==> src/rtl/irq_prio_ctrl.sv <==
// -----------------------------------------------------------------------------
// irq_prio_ctrl
// Nine-source priority interrupt controller. Falling edges on the active-low
// request lines are captured into a pending register. A mask register filters
// them, and the highest-priority eligible source is presented to a single
// consumer over an irq/ack handshake. An in-service register allows
// higher-priority sources to nest on top of lower ones. eoi_i retires the
// highest in-service source.
//
// Ports
//   clk       rising-edge clock
//   rst       synchronous reset, active-high
//   req_n     [8:0] request lines, active-low, synchronous to clk
//   mask_wr   load mask register from mask_din
//   mask_din  [8:0] mask value, 1 = source disabled
//   ack_i     consumer accepts the presented vector (used only while irq_o=1)
//   eoi_i     end of interrupt, clears the highest set in-service bit
//   irq_o     interrupt request to the consumer
//   vec_o     [3:0] presented source + 1, or 0 when irq_o=0
//   pend_o    [8:0] pending register
//   isr_o     [8:0] in-service register
// -----------------------------------------------------------------------------
module irq_prio_ctrl (
  input  logic       clk,
  input  logic       rst,
  input  logic [8:0] req_n,
  input  logic       mask_wr,
  input  logic [8:0] mask_din,
  input  logic       ack_i,
  input  logic       eoi_i,
  output logic       irq_o,
  output logic [3:0] vec_o,
  output logic [8:0] pend_o,
  output logic [8:0] isr_o
);

  typedef enum logic [0:0] {
    ST_IDLE   = 1'b0,
    ST_ASSERT = 1'b1
  } state_t;

  // Index of the highest set bit; bit 8 has the highest priority.
  // The result is meaningless when v is zero, so callers qualify it with |v.
  function automatic logic [3:0] top_idx(input logic [8:0] v);
    logic [3:0] r;
    r = 4'd0;
    for (int i = 0; i < 9; i++) begin
      r = v[i] ? 4'(i) : r;
    end
    return r;
  endfunction

  function automatic logic [8:0] onehot(input logic [3:0] idx);
    return 9'b0_0000_0001 << idx;
  endfunction

  state_t     state_q, state_d;
  logic [8:0] pend_q, pend_d;
  logic [8:0] isr_q, isr_d;
  logic [8:0] mask_q, mask_d;
  logic [8:0] req_dly_q, req_dly_d;
  logic       irq_q, irq_d;
  logic [3:0] vec_q, vec_d;

  logic [8:0] fall_s;
  logic [8:0] cand_s;
  logic [3:0] cand_top_s;
  logic [3:0] isr_top_s;
  logic       elig_s;
  logic [8:0] isr_eoi_s;
  logic [8:0] ack_bit_s;

  // Next-state logic covering edge capture, priority selection, handshake and eoi.
  always_comb begin
    fall_s     = req_dly_q & ~req_n;
    cand_s     = pend_q & ~mask_q;
    cand_top_s = top_idx(cand_s);
    isr_top_s  = top_idx(isr_q);
    // A candidate must be strictly above everything already in service.
    elig_s     = (|cand_s) && (!(|isr_q) || (cand_top_s > isr_top_s));
    // eoi acts on the old isr; a same-cycle ack then ORs its own bit on top.
    isr_eoi_s  = (eoi_i && (|isr_q)) ? (isr_q & ~onehot(isr_top_s)) : isr_q;
    ack_bit_s  = onehot(vec_q - 4'd1);

    req_dly_d  = req_n;
    mask_d     = mask_wr ? mask_din : mask_q;
    pend_d     = pend_q | fall_s;
    isr_d      = isr_eoi_s;
    state_d    = state_q;
    irq_d      = irq_q;
    vec_d      = vec_q;

    case (state_q)
      ST_IDLE: begin
        if (elig_s) begin
          state_d = ST_ASSERT;
          irq_d   = 1'b1;
          vec_d   = cand_top_s + 4'd1;
        end else begin
          irq_d   = 1'b0;
          vec_d   = 4'd0;
        end
      end
      ST_ASSERT: begin
        if (ack_i) begin
          // A new fall on the acked source re-arms it in the same cycle.
          pend_d  = (pend_q & ~ack_bit_s) | fall_s;
          isr_d   = isr_eoi_s | ack_bit_s;
          state_d = ST_IDLE;
          irq_d   = 1'b0;
          vec_d   = 4'd0;
        end else begin
          state_d = ST_ASSERT;
          irq_d   = irq_q;
          vec_d   = vec_q;
        end
      end
      default: begin
        state_d = ST_IDLE;
        irq_d   = 1'b0;
        vec_d   = 4'd0;
      end
    endcase
  end

  // State and output registers with synchronous reset.
  always_ff @(posedge clk) begin
    if (rst) begin
      state_q   <= ST_IDLE;
      pend_q    <= 9'h000;
      isr_q     <= 9'h000;
      mask_q    <= 9'h000;
      req_dly_q <= 9'h1FF;
      irq_q     <= 1'b0;
      vec_q     <= 4'd0;
    end else begin
      state_q   <= state_d;
      pend_q    <= pend_d;
      isr_q     <= isr_d;
      mask_q    <= mask_d;
      req_dly_q <= req_dly_d;
      irq_q     <= irq_d;
      vec_q     <= vec_d;
    end
  end

  assign irq_o  = irq_q;
  assign vec_o  = vec_q;
  assign pend_o = pend_q;
  assign isr_o  = isr_q;

endmodule

==> config.mk <==
export PLATFORM = sky130hd
export DESIGN_NAME = irq_prio_ctrl
export DESIGN_NICKNAME = d
export VERILOG_FILES = /design/src/rtl/irq_prio_ctrl.sv
export SDC_FILE = /design/constraint.sdc
export NUM_CORES = 1
export LEC_CHECK = 0
export BUFFER_PORTS_ARGS = -buffer_cell sky130_fd_sc_hd__buf_2
export CORE_AREA = 2 2 67 69
export DETAILED_ROUTE_END_ITERATION = 10
export DIE_AREA = 0 0 69 71
export MAX_ROUTING_LAYER = met4
export PLACE_DENSITY = 0.73
export SYNTH_ARGS = -nofsm -noshare
export SYNTH_HDL_FRONTEND = slang
export SYNTH_SLANG_ARGS = --single-unit
export TNS_END_PERCENT = 10
==> constraint.sdc <==
create_clock -name clk -period 2 [get_ports clk]
set_clock_uncertainty 0.05 [all_clocks]
set_input_delay 0.2 -clock clk [delete_from_list [all_inputs] [get_ports clk]]
set_output_delay 0.2 -clock clk [all_outputs]
set_load 0.02 [all_outputs]
==> results by group, run 1 <==
Yosys
  – Fraction of the yosys area taken by sequential cells: 0.440
  – Number of synthesized flops with an enable pin: 0
  – Cell accounting for the most synthesized area: dfxtp_1
  – Yosys Warn Count: 0
  – Avg Inst Size Synth: 8.76 µm²
  – Top FF cell, synth: dfxtp_1
  – Area contributors post-synth: dfxtp_1 (44%), nor2b_1 (6.5%), a21oi_1 (6.0%), nor2_1 (5.1%), mux2i_1 (4.7%)
  – Mapped cell area: 1910 µm²
  – Net Count, Synth: 248
  – Synth async-reset ratio: 0
  – Area share of the largest cell type after synthesis: 0.440
  – #FFs+latches synth: 42
  – Synth unique cells: 40
  – Syn Inst Count: 218

Hold path
  – Hold Path Depth: 2
  – Hold crit path type: input pin to register

Detailed routing
  – Via density: 5.10
  – First drt pass iteration count: 4
  – Vias: 1710
  – Iteration-0 DRC Markers: 131
  – DRT Wirelength: 4.54 mm
  – Post-route ant nets: 0
  – DR DRC count: 0
  – WL per Instance: 13.5 µm

GRT
  – Top Usage Layer GRT: met2
  – Initial antenna violation count: 0
  – Largest net degree at the start of global routing: 41
  – Grt met1 use: 0.269
  – Met2 Usage GRT: 0.298
  – Gr usage total: 0.205
  – First-pass GRT wire length: 7.62 mm
  – Global Route met3 Usage: 0.0470
  – Gr ovfl total: 0
  – Vias in the first global route: 1631

Worst setup path
  – Slowest-stage cell, CP: dfxtp_2
  – Crit-path max FO: 4
  – Worst Path Class, Setup: register to register
  – Worst setup EP type: register
  – CP most frequent cell: nor3_1
  – Crit path cell chain: nor2b_2 -> nor3_1 -> nor3_1 -> nor2_1 -> ha_1 -> nor2b_1 -> o211ai_1 -> a21oi_2 -> o211ai_2 -> o21ai_1
  – Buffers & Inverters on Critical Path: 0
  – Delay-heaviest family, CP: simple AND/OR/NAND/NOR gates
  – FF-to-FF path depth: 10
  – Slowest stage delay, CP: 330 ps
  – CP startpoint kind: register
  – Worst path depth: 10
  – R2R Setup Slk: -60 ps
  – Critical Path RT: 2130 ps
  – Critical path arrival: 2200 ps

Floorplanning
  – Die width: 69 µm
  – Core Area: 4200 µm²
  – Row cnt: 24
  – Full die area: 4900 µm²
  – Die Y: 71 µm
  – Top Ports: 46
  – Initial cell density of the core: 0.454

Timing
  – Setup ws final: -62.2 ps
  – Slew Limit Fails: 0
  – Slew @ Worst Pin: 698 ps
  – Min Tclk post-route: 2060 ps
  – RSZ-0062 raised after global routing: true
  – Final Hold Viols: 0
  – Total negative slack: -321 ps
  – Fin Hold WS: 49.0 ps
  – Fmax: 485 MHz
  – Slew headroom: 0.535
  – Fin crit share: 1.03
  – Final setup vio count: 6

Final layout
  – Commonest non-fill, non-tap cell in the layout: buf_2
  – ANT cells: 0
  – Most frequent cells in the layout: buf_2 (45), dfxtp_1 (36), nor2_1 (26), a21oi_1 (21), buf_4 (19)
  – Share of layout cells above drive strength 1: 0.364
  – Fin nets: 313
  – Area grow syn2layout: 27.4%

Placed design
  – Pre-CTS WS: -62.1 ps
  – Gpl congestion: 0.878
  – Dpl hpwl: 3.54 mm
  – Port bufs: 45

Status
  – Status: complete, but fails checks
  – Failing checks: setup timing

Power and ir drop
  – Pwr dens: 815 nW/µm²
  – Worst VDD drop: 0.457 mV
  – Leakage: 1.09 nW
  – Total power: 1.98 mW

Clock tree
  – Longest Clk Path Bufs: 2
  – CTS tree: yes
  – Clock latency on the worst-skew pair: 300 ps
  – Clock net sink count: 42
  – Root Buffer: clkbuf_8
  – # hold bufs at CTS: 0
  – Worst-path clk slew: 80 ps
  – Num CTS Buffers: 5
  – H-Tree Level Count: 2

Run
  – Max cap viols: 0
cells in the mapped netlist (all sizes together) (3+ instances only):
master  count
nand3       5
nand2      17
or2        10
mux2i       9
nand2b      6
clkbuf      4
dfxtp      42
o21ai       7
nor2       26
ha          7
nor2b      20
nor3        6
a21oi      23
nor4        3
o31ai       3
inv         8
timing repair:
action                     in CTS  in global routing
buffers inserted                1                  0
pin swaps                       1                  0
gates cloned                    0                  0
gates resized for setup         1                  2
setup endpoints to repair       6                  6
cell type report:
class / instances / area, µm²
fill: 401 / 1770
multi-input combinational: 162 / 1040
sequential: 42 / 848
timing repair buffer: 64 / 368
clock buffer: 6 / 72.6
tap: 52 / 65.1
inverter: 8 / 30.0
clock inverter: 1 / 7.51
path summary, 6_finish.rpt:
path,startpoint,to
setup / recovery,pend_o[5]$_SDFF_PP0_,vec_o[2]$_SDFFE_PP0P_
setup reg to reg,pend_o[5]$_SDFF_PP0_,vec_o[2]$_SDFFE_PP0P_
hold / removal,req_n[5],req_dly_q[5]$_SDFF_PP1_
hold reg to reg,mask_q[0]$_SDFFE_PP0P_,mask_q[0]$_SDFFE_PP0P_
state kept, by name (all words and copies together) (netlist names):
signal and count:
vec_o 4, irq_o 1, mask_q 9, req_dly_q 9, state_q 1, isr_o 9, pend_o 9
worst register-to-register path: stages, from the launching register on:
cell,delay [ps]
dfxtp_2,330
nor2b_2,170
nor3_1,210
nor3_1,70
nor2_1,170
ha_1,260
nor2b_1,130
o211ai_1,190
a21oi_2,90
o211ai_2,210
o21ai_1,100
per-layer routing:
metal | share of wire | wire length, µm
met1 | 0.47 | 2130
met2 | 0.43 | 1970
met3 | 0.069 | 311
met4 | 0.029 | 133
met5 | 0 | 0
report_power, final:
group          internal (mW)  switching (mW)
clock network          0.239           0.283
logic                  0.237           0.285
registers              0.899          0.0416
per-stage QoR:
stage               instances  utilization  cell area [µm²]
global route              335        0.579             2430
finish                    335        0.579             2430
CTS                       335        0.578             2430
detailed placement        327        0.556             2340
global placement          327        0.556             2340
floorplan                 218            -             1940
cells by family after synthesis:
kind of cell    after synthesis  synth area share
simple gates                100             0.282
compound gates               45             0.151
flops                        42             0.440
buf+inv                      14            0.0301
mux                           9            0.0472
fa+ha+maj                     7            0.0458
xor+xnor                      1           0.00458
No activity file was read; power rests on OpenSTA's default activity.
==> run 2: changes to the inputs <==
--- a/config.mk
+++ b/config.mk
@@ -10,7 +10,7 @@
 export DETAILED_ROUTE_END_ITERATION = 10
 export DIE_AREA = 0 0 69 71
 export MAX_ROUTING_LAYER = met4
-export PLACE_DENSITY = 0.73
+export PLACE_DENSITY = 0.79
 export SYNTH_ARGS = -nofsm -noshare
 export SYNTH_HDL_FRONTEND = slang
 export SYNTH_SLANG_ARGS = --single-unit
==> run 2 against run 1 <==
  * The run still ends with setup timing left
  * Global-route usage shrank 0.14 points
  * Register-to-register slack got worse by 40 ps
  * Final area is 2.5% higher
  * Clock power grew 57%
  * Routed wire length about the same
  * Maximum frequency down 2.0%
  * Power grew 15%
  * First-iteration DRC count is 44% lower
==> results by group, run 2 (same netlist as run 1, synthesis figures left out) <==
Placed design
  – Port bufs: 45 (unchanged)
  – Pre-CTS WS: -52.5 ps (was -62.1 ps)
  – Dpl hpwl: 3.51 mm (was 3.54 mm)
  – Placed Cells: 325 (was 327)
  – Gpl congestion: 0.905 (was 0.878)

Timing
  – Slew @ Worst Pin: 669 ps (was 698 ps)
  – Min Tclk post-route: 2110 ps (was 2060 ps)
  – Final setup vio count: 6 (unchanged)
  – Slew headroom: 0.554 (was 0.535)
  – Fin crit share: 1.05 (was 1.03)
  – Final Hold Viols: 0 (unchanged)
  – Fmax: 475 MHz (was 485 MHz)
  – RSZ-0062 raised after global routing: true (unchanged)
  – Slew Limit Fails: 0 (unchanged)
  – Fin Hold WS: 57.7 ps (was 49.0 ps)
  – Setup ws final: -105 ps (was -62.2 ps)

Final layout
  – Post-layout util: 0.593 (was 0.579)
  – Fin nets: 311 (was 313)
  – Share of layout cells above drive strength 1: 0.372 (was 0.364)
  – Commonest non-fill, non-tap cell in the layout: buf_2 (unchanged)
  – Non-filler cells, final: 334 (was 335)
  – Most frequent cells in the layout: buf_2 (45), dfxtp_1 (37), nor2_1 (26), a21oi_1 (21) (was buf_2 (45), dfxtp_1 (36), nor2_1 (26), a21oi_1 (21), buf_4 (19))
  – ANT cells: 0 (unchanged)
  – Area grow syn2layout: 30.6% (was 27.4%)

Detailed routing
  – Via density: 5.14 (was 5.10)
  – DRT Wirelength: 4.53 mm (was 4.54 mm)
  – Iteration-0 DRC Markers: 73 (was 131)
  – Post-route ant nets: 0 (unchanged)
  – First drt pass iteration count: 4 (unchanged)
  – Vias: 1716 (was 1710)
  – WL per Instance: 13.6 µm (was 13.5 µm)
  – DR DRC count: 0 (unchanged)

Worst setup path
  – FF-to-FF Start: pend_o[2]$_SDFF_PP0_ (was pend_o[5]$_SDFF_PP0_)
  – CP startpoint kind: register (unchanged)
  – CP most frequent cell: a21oi_2 (was nor3_1)
  – Crit-path max FO: 4 (unchanged)
  – Slowest-stage cell, CP: dfxtp_2 (unchanged)
  – RR Endpoint: vec_o[2]$_SDFFE_PP0P_ (unchanged)
  – Critical Path End: vec_o[2]$_SDFFE_PP0P_ (unchanged)
  – Origin of the worst setup path: pend_o[2]$_SDFF_PP0_ (was pend_o[5]$_SDFF_PP0_)
  – Slowest stage delay, CP: 330 ps (about the same)
  – Worst Path Class, Setup: register to register (unchanged)
  – Critical path arrival: 2240 ps (was 2200 ps)
  – FF-to-FF path depth: 11 (was 10)
  – Crit path cell chain: nor2b_4 -> a21oi_2 -> nor3_2 -> nor3_1 -> nor2_1 -> ha_1 -> nor2b_1 -> o211ai_1 -> a21oi_2 -> o211ai_2 -> o21ai_1 (was nor2b_2 -> nor3_1 -> nor3_1 -> nor2_1 -> ha_1 -> nor2b_1 -> o211ai_1 -> a21oi_2 -> o211ai_2 -> o21ai_1)
  – Worst setup EP type: register (unchanged)
  – R2R Setup Slk: -110 ps (was -60 ps)
  – Critical Path RT: 2130 ps (about the same)

Floorplanning
  – Die Y: 71 µm (unchanged)
  – Die width: 69 µm (unchanged)
  – Top Ports: 46 (unchanged)
  – Full die area: 4900 µm² (unchanged)
  – Initial cell density of the core: 0.454 (unchanged)
  – Core Area: 4200 µm² (unchanged)
  – Row cnt: 24 (unchanged)

Run
  – Max cap viols: 0 (unchanged)

Hold path
  – Hold_sp: req_n[6] (was req_n[5])
  – Hold crit path type: input pin to register (unchanged)

Power and ir drop
  – Worst VDD drop: 0.620 mV (was 0.457 mV)
  – Leakage: 1.12 nW (was 1.09 nW)
  – Pwr dens: 914 nW/µm² (was 815 nW/µm²)
  – Total power: 2.28 mW (was 1.98 mW)

GRT
  – Initial antenna violation count: 0 (unchanged)
  – Gr ovfl total: 0 (unchanged)
  – Vias in the first global route: 1695 (was 1631)
  – Gr usage total: 0.204 (was 0.205)
  – Largest net degree at the start of global routing: 41 (unchanged)
  – First-pass GRT wire length: 7.76 mm (was 7.62 mm)

Clock tree
  – H-Tree Level Count: 2 (unchanged)
  – Num CTS Buffers: 5 (unchanged)
  – Root Buffer: clkbuf_8 (unchanged)
  – Clock net sink count: 42 (unchanged)
  – Longest Clk Path Bufs: 2 (unchanged)
  – Worst-path clk slew: 80 ps (about the same)
  – Clock latency on the worst-skew pair: 290 ps (was 300 ps)
  – CTS tree: yes (unchanged)
  – # hold bufs at CTS: 0 (unchanged)

Status
  – Failing checks: setup timing (unchanged)
  – Status: complete, but fails checks (unchanged)
run 2: cell type report:
type / instances / area (µm²)
inverter: 8 / 30.0
sequential: 42 / 847
multi-input combinational: 162 / 1060
tap: 52 / 65.1
clock buffer: 6 / 82.6
clock inverter: 2 / 60.1
timing repair buffer: 62 / 353
fill: 389 / 1710
run 2: power breakdown:
| part | internal (mW) | switching [mW] |
|---|---|---|
| registers | 0.898 | 0.0490 |
| clock network | 0.532 | 0.285 |
| logic | 0.234 | 0.281 |
| total | 1.66 | 0.615 |
run 2: repair_timing:
item | in CTS | in global routing
setup buffers | 1 | 0
gates cloned | 0 | 0
pin swaps | 1 | 2
gates resized for setup | 3 | 2
setup endpoints to repair | 6 | 6
run 2: worst min path at each step:
stage,endpoint,depth (start not counted)
2_1_floorplan,req_dly_q[0]$_SDFF_PP1_,1
3_3_place_gp,req_dly_q[0]$_SDFF_PP1_,2
3_5_place_dp,req_dly_q[8]$_SDFF_PP1_,2
4_1_cts,req_dly_q[8]$_SDFF_PP1_,2
5_1_grt,req_dly_q[1]$_SDFF_PP1_,2
6_report,req_dly_q[6]$_SDFF_PP1_,2
run 2: through the flow:
step	instance area (µm²)	TNS (ps)
detailed placement	2320	-209
floorplan	1940	0
CTS	2490	-131
global placement	2320	0
finish	2490	-554
global route	2490	-1400
run 2: per-layer routing:
metal | vias up | global-route usage | part of all wire
li1 | 874 | - | -
met1 | 800 | 0.239 | 0.45
met2 | 36 | 0.354 | 0.50
met3 | 6 | 0.0427 | 0.032
met4 | 0 | 0.0588 | 0.016
met5 | - | - | 0
run 2: worst max-delay path, delay by kind of cell (launching register included):
family                   cells  cell delay (ps)
flip-flops                   1              330
AND/OR/NAND/NOR              5              580
AO/OA/AOI/OAI                5              710
adder cells (fa/ha/maj)      1              320
